===== src/rtl/i2c_bus_edge_detect.sv =====
// rtl/i2c_bus_edge_detect.sv - START/STOP detector and busy tracker for one I2C bus
//
// Ports:
//   clk_i  system clock
//   rst_i  asynchronous active-high reset
//   scl_i  raw I2C clock line
//   sda_i  raw I2C data line
//   start  combinational pulse: SDA fell while SCL high (synchronized domain)
//
// The two-flop synchronizers plus the SDA history flop put the START pulse
// two clocks after the pin edge, so a registered consumer sees it on the third.
module i2c_bus_edge_detect (
    input  logic clk_i,
    input  logic rst_i,
    input  logic scl_i,
    input  logic sda_i,
    output logic start
);

    logic [1:0] scl_sync;
    logic [1:0] sda_sync;
    logic       sda_q;
    logic       stop;
    logic       busy;

    // Synchronizers reset to the idle-high bus level so release of reset
    // cannot fabricate an edge.
    always_ff @(posedge clk_i or posedge rst_i) begin
        if (rst_i) begin
            scl_sync <= 2'b11;
            sda_sync <= 2'b11;
            sda_q    <= 1'b1;
            busy     <= 1'b0;
        end else begin
            scl_sync <= {scl_sync[0], scl_i};
            sda_sync <= {sda_sync[0], sda_i};
            sda_q    <= sda_sync[1];
            if (start) begin
                busy <= 1'b1;
            end else if (stop && busy) begin
                busy <= 1'b0;
            end
        end
    end

    assign start = scl_sync[1] &  sda_q & ~sda_sync[1];
    assign stop  = scl_sync[1] & ~sda_q &  sda_sync[1];

endmodule


===== config.mk =====
export PLATFORM = sky130hd
export DESIGN_NAME = i2c_bus_edge_detect
export DESIGN_NICKNAME = d
export VERILOG_FILES = /design/src/rtl/i2c_bus_edge_detect.sv
export SDC_FILE = /design/constraint.sdc
export NUM_CORES = 1
export LEC_CHECK = 0
export CELL_PAD_IN_SITES_DETAIL_PLACEMENT = 1
export CELL_PAD_IN_SITES_GLOBAL_PLACEMENT = 1
export CORE_AREA = 2 2 39 41
export CTS_CLUSTER_DIAMETER = 60
export DETAILED_ROUTE_END_ITERATION = 8
export DIE_AREA = 0 0 41 43
export GPL_ROUTABILITY_DRIVEN = 0
export PLACE_DENSITY_LB_ADDON = 0.1
export SLEW_MARGIN = 25
export SYNTH_ARGS = -nofsm -noshare
export SYNTH_HDL_FRONTEND = slang
export SYNTH_SLANG_ARGS = --single-unit

===== constraint.sdc =====
create_clock -name clk_i -period 1.1 [get_ports clk_i]
set_clock_uncertainty 0.1 [all_clocks]
set_input_delay 0.165 -clock clk_i [delete_from_list [all_inputs] [get_ports clk_i]]
set_output_delay 0.165 -clock clk_i [all_outputs]
set_load 0.01 [all_outputs]

==> metrics.csv, run 1 <==
metric;value;unit
cts_sinks;5;
cpMaxStageDelayCell;dfstp_2;
synth_area_leader_cell;dfstp_2;
ys_async_sr_fraction;100.0;%
synth_cell_types;3;
hold_class;in -> reg;
n_antenna_cell;0;
endpoint_kind;output port;
fp.dieArea;0.001763;mm2
finalSetupViolCount;1;
period_share;118.7;%
worstMarginPinSlew;199.7;ps
drt_wl_total;210;um
path_clk_slew;40;ps
synth_cells;7;
startpoint_type;flip-flop;
grt_pass1_wl;310;um
path_buf_inv;1;
cts_tree;done;
design_power_total;0.4278;mW
row_count;14;
drt-wirelength-per-cell;6.774;um
grt_pass1_vias;79;
critPathRequiredTime;830;ps
outcome;complete, but fails checks;
critPathMaxStageDelay;520;ps
critPathArrivalTime;1040;ps
syn_area;143.9;um2
holdBufCountCts;0;
synthToLayoutAreaGrowth;56.52;%
synth_top_flop_cell;dfstp_2;
synth_nets;11;
n_fill_cell;159;
synth_edf_count;0;
drt_first_pass_iters;1;
crit_chain;and3b_1, buf_2;
yosys_warnings;0;
ys_seq_area_share;91.30;%
grt-ovfl-total;0;
vdd_drop_max;370.9;uV
regToRegSetupSlack;430;ps
worstSetupPathType;reg -> out;
die_x;41;um
initial_core_util;10.40;%
post_synth_main_area_contributors;dfstp_2, and3b_1, inv_1;
cts.htree.levels;1;
num_vias;78;
p_leak;0.09687;nW
reg2reg_depth;0;
layout.nets;20;
io_buffers;4;
maxSlewViolCount;0;
ios;5;
layout_setup_ws;-206.1;ps
yosys-top-cells-count;dfstp_2, and3b_1, inv_1;
grt_usage;3.438;%
drc_errors;0;
drive_above_1_share;60.00;%
insertion_delay;230;ps
hold_viol;0;
worst-path-max-fanout;2;
antenna_found_initial;0;
first_iter_violations;0;
synth-seq-cells;5;
reg2reg_to;sda_q;
rsz0062_at_grt;true;
power-per-cell-area;1900;mW/mm2
root_buffer;clkbuf_4;
viasPerCell;2.516;
drv_cap;0;
max_freq;765.6;MHz
antenna_left;0;
post_dp_cell_area;203.9;um2
r2r_start;sda_sync[1];
postSynthAreaPerCell;20.56;um2
fin_crit;1306;ps
fp.dieH;43;um
cpLargestDelayFamily;flip-flops;
core_area;0.001384;mm2
relSlewSlack;86.67;%
violations;setup timing;
worst_hold_path.endpoint;scl_sync[0];
numCtsBuffers;3;
synth_most_common_cell;dfstp_2;
grt_max_degree;6;
post-place-ws;-329.5;ps
hp-start;scl_i;
post-route-util;16.27;%
synth_top_area_share;91.30;%
hold_depth;1;
final_area;225.2;um2
clk_path_buf_depth;2;
-- cell usage in the layout, fill, tap and decap left out, drive strengths merged --
cell / count
inv: 1
buf: 1
clkdlybuf4s50: 3
and3b: 1
dfstp: 5
clkbuf: 4
-- cell families after synthesis --
kind of cell | synth area share (%)
buf+inv | 2.606
flops | 91.31
simple gates | 6.088
-- per-layer routing --
layer	vias to the layer above	GRT usage (%)	part of all wire (%)
met3	0	1.571	13
li1	36	-	-
met4	0	8.000	0
met2	5	2.500	45
met5	-	0	0
met1	37	3.618	41
-- worst max-delay path by stage --
| stage | from | to | slack, ps | cells past startpoint |
|---|---|---|---|---|
| 2_1_floorplan | sda_sync[1] | start | 140 | 1 |
| 3_3_place_gp | sda_q | start | -330 | 2 |
| 3_5_place_dp | sda_q | start | -330 | 2 |
| 4_1_cts | sda_sync[1] | start | -220 | 2 |
| 5_1_grt | sda_sync[1] | start | -250 | 2 |
| 6_report | sda_sync[1] | start | -210 | 2 |
-- area by class of cell --
type / count / area, um2 / share of cell area [%]
clock buffer: 4 / 26.28 / 11.67
sequential: 5 / 131.4 / 58.33
timing repair buffer: 4 / 35.03 / 15.56
multi-input combinational: 1 / 8.758 / 3.889
tap: 16 / 20.02 / 8.889
inverter: 1 / 3.754 / 1.667
-- sequential cells by signal (all words and copies together), names as in the netlist --
register  count
sda_sync      2
sda_q         1
scl_sync      2
-- metrics by stage --
step	cells	setup TNS (ps)	hold slack, ps
2_1_floorplan	7	0	42.11
3_5_place_dp	27	-329.5	247.2
5_1_grt	31	-253.9	230.4
3_3_place_gp	27	-331.9	245.8
6_report	31	-206.1	234.8
4_1_cts	31	-224.9	225.9
-- where the power goes --
part | switching, mW | leakage [nW] | internal, mW
logic | 0.00628 | 0.0293 | 0.0115
registers | 0.00239 | 0.0526 | 0.201
clock network | 0.0698 | 0.0150 | 0.137
total | 0.0785 | 0.0969 | 0.349
-- repair_timing --
item	in CTS	in global routing
pin swaps	0	0
hold endpoints to repair	0	0
buffers inserted	0	0
cloned	0	0
setup endpoints to repair	1	1
gates resized for setup	4	0
Note: power is estimated with default switching activity, not from simulation.
==> inputs of run 2 (changes only) <==
PLACE_DENSITY = 0.39   (was default)
PLACE_DENSITY_LB_ADDON = default   (was 0.1)
==> metrics.csv, run 2 (synthesis gave the netlist of run 1 again) <==
metric;value;unit;change
cts_resized;4;;unchanged
worst-path-max-fanout;2;;unchanged
fp.dieArea;0.001763;mm2;unchanged
holdBufCountCts;0;;unchanged
power.share.switching;18.47;%;+0.13 points
worstMarginPinSlew;178.3;ps;-21.39 ps
pwr-share-comb;4.1;%;about the same
drt_first_pass_iters;2;;+1
cts_sinks;5;;unchanged
reg2reg_to;sda_q;;
drc_errors;0;;unchanged
power_frac_seq;47.6;%;about the same
maxSlewViolCount;0;;unchanged
biggestRegsByFlops;scl_sync x2, sda_sync x2, sda_q x1;;
first_iter_violations;2;;+2
row_count;14;;unchanged
n_antenna_cell;0;;unchanged
violations;setup timing;;
outcome;complete, but fails checks;;
root_buffer;clkbuf_4;;
core_area;0.001384;mm2;unchanged
final_cell_mix;dfstp_2, clkbuf_4, clkdlybuf4s50_1;;
layout_commonest_cell;dfstp_2;;
die_x;41;um;unchanged
viasPerCell;2.548;;+1.3%
fin_crit;1315;ps;+8.806 ps
p_leak;0.09687;nW;unchanged
n_fill_cell;155;;-2.5%
cts_tree;done;;
cts.htree.levels;1;;unchanged
grt_usage;3.850;%;+0.41 points
num_vias;79;;+1.3%
drt_wl_total;220;um;+4.8%
layout_setup_ws;-214.9;ps;-8.806 ps
worstSetupPathType;reg -> out;;
numCtsBuffers;3;;unchanged
relSlewSlack;88.10;%;+1.4 points
grt_pass1_vias;97;;+23%
initial_core_util;10.40;%;unchanged
io_buffers;4;;unchanged
cpLargestDelayFamily;flip-flops;;
drt-wirelength-per-cell;7.097;um;+4.8%
endpoint_kind;output port;;
regToRegSetupSlack;430;ps;about the same
path_clk_slew;40;ps;about the same
critPathMaxStageDelay;520;ps;about the same
fp.dieH;43;um;unchanged
path_buf_inv;1;;unchanged
reg2reg_depth;0;;unchanged
dp.cells;27;;unchanged
layout.nets;20;;unchanged
insertion_delay;240;ps;about the same
ios;5;;unchanged
antenna_found_initial;0;;unchanged
grt-ovfl-total;0;;unchanged
crit_chain;and3b_1, buf_2;;
holdWs;228.6;ps;-6.235 ps
startpoint_type;flip-flop;;
drv_cap;0;;unchanged
tns;-214.9;ps;-8.806 ps
hold_viol;0;;unchanged
antenna_left;0;;unchanged
critPathRequiredTime;830;ps;about the same
clk_path_buf_depth;2;;unchanged
vdd_drop_max;384.4;uV;+3.6%
post-place-ws;-334.2;ps;-4.668 ps
grt_pass1_wl;365;um;+18%
cts_setup_buffers;0;;unchanged
hold_class;in -> async;;
cpMaxStageDelayCell;dfstp_2;;
power-per-cell-area;1903;mW/mm2;+0.20%
intPower;0.3495;mW;about the same
grt_max_degree;6;;unchanged
drive_above_1_share;60.00;%;unchanged
period_share;119.5;%;+0.80 points
switchingPower;0.07920;mW;+0.91%
rsz0062_at_grt;true;;
design_power_total;0.4287;mW;+0.20%
fin_cells;31;;unchanged
finalSetupViolCount;1;;unchanged
critPathArrivalTime;1050;ps;about the same
r2r_start;sda_sync[1];;
max_freq;760.5;MHz;-0.67%
synthToLayoutAreaGrowth;56.52;%;unchanged
clockPowerShare;48.3;%;about the same
==> run 2: power by group through the flow <==
stage | combinational (mW) | sequential [mW] | clock [mW]
detailed placement | 0.0196 | 0.207 | 0
global route | 0.0199 | 0.205 | 0.229
CTS | 0.0182 | 0.205 | 0.218
global placement | 0.0185 | 0.205 | 0
finish | 0.0176 | 0.204 | 0.207
floorplan | 0.00505 | 0.205 | 0
==> run 2: worst max path at each step <==
stage                 from     to  slack [ps]  cells after the start
5_1_grt        sda_sync[1]  start        -270                      2
4_1_cts        sda_sync[1]  start        -230                      2
3_3_place_gp         sda_q  start        -330                      2
2_1_floorplan  sda_sync[1]  start         140                      1
3_5_place_dp   scl_sync[1]  start        -330                      2
6_report       sda_sync[1]  start        -210                      2
==> run 2: metal layers <==
metal / vias up / track usage, % / part of all wire [%]
met2: 5 / 5.000 / 60
met1: 38 / 2.318 / 29
met3: 0 / 3.141 / 11
li1: 36 / - / -
met4: 0 / 6.000 / 0
met5: - / 0 / 0
==> run 2: layout make-up <==
cell class,instances,area [um2],area share [%]
clock buffers,4,26.28,11.67
flip-flops and latches,5,131.4,58.33
well taps,16,20.02,8.889
repair buffers,4,35.03,15.56
inverters,1,3.754,1.667
multi-input cells,1,8.758,3.889
==> run 2: metrics by stage <==
step	utilization, %	area (um2)
after detailed placement	14.74	203.9
after global placement	14.74	203.9
final	16.27	225.2
after global routing	16.27	225.2
after floorplan	-	143.9
after CTS	16.27	225.2
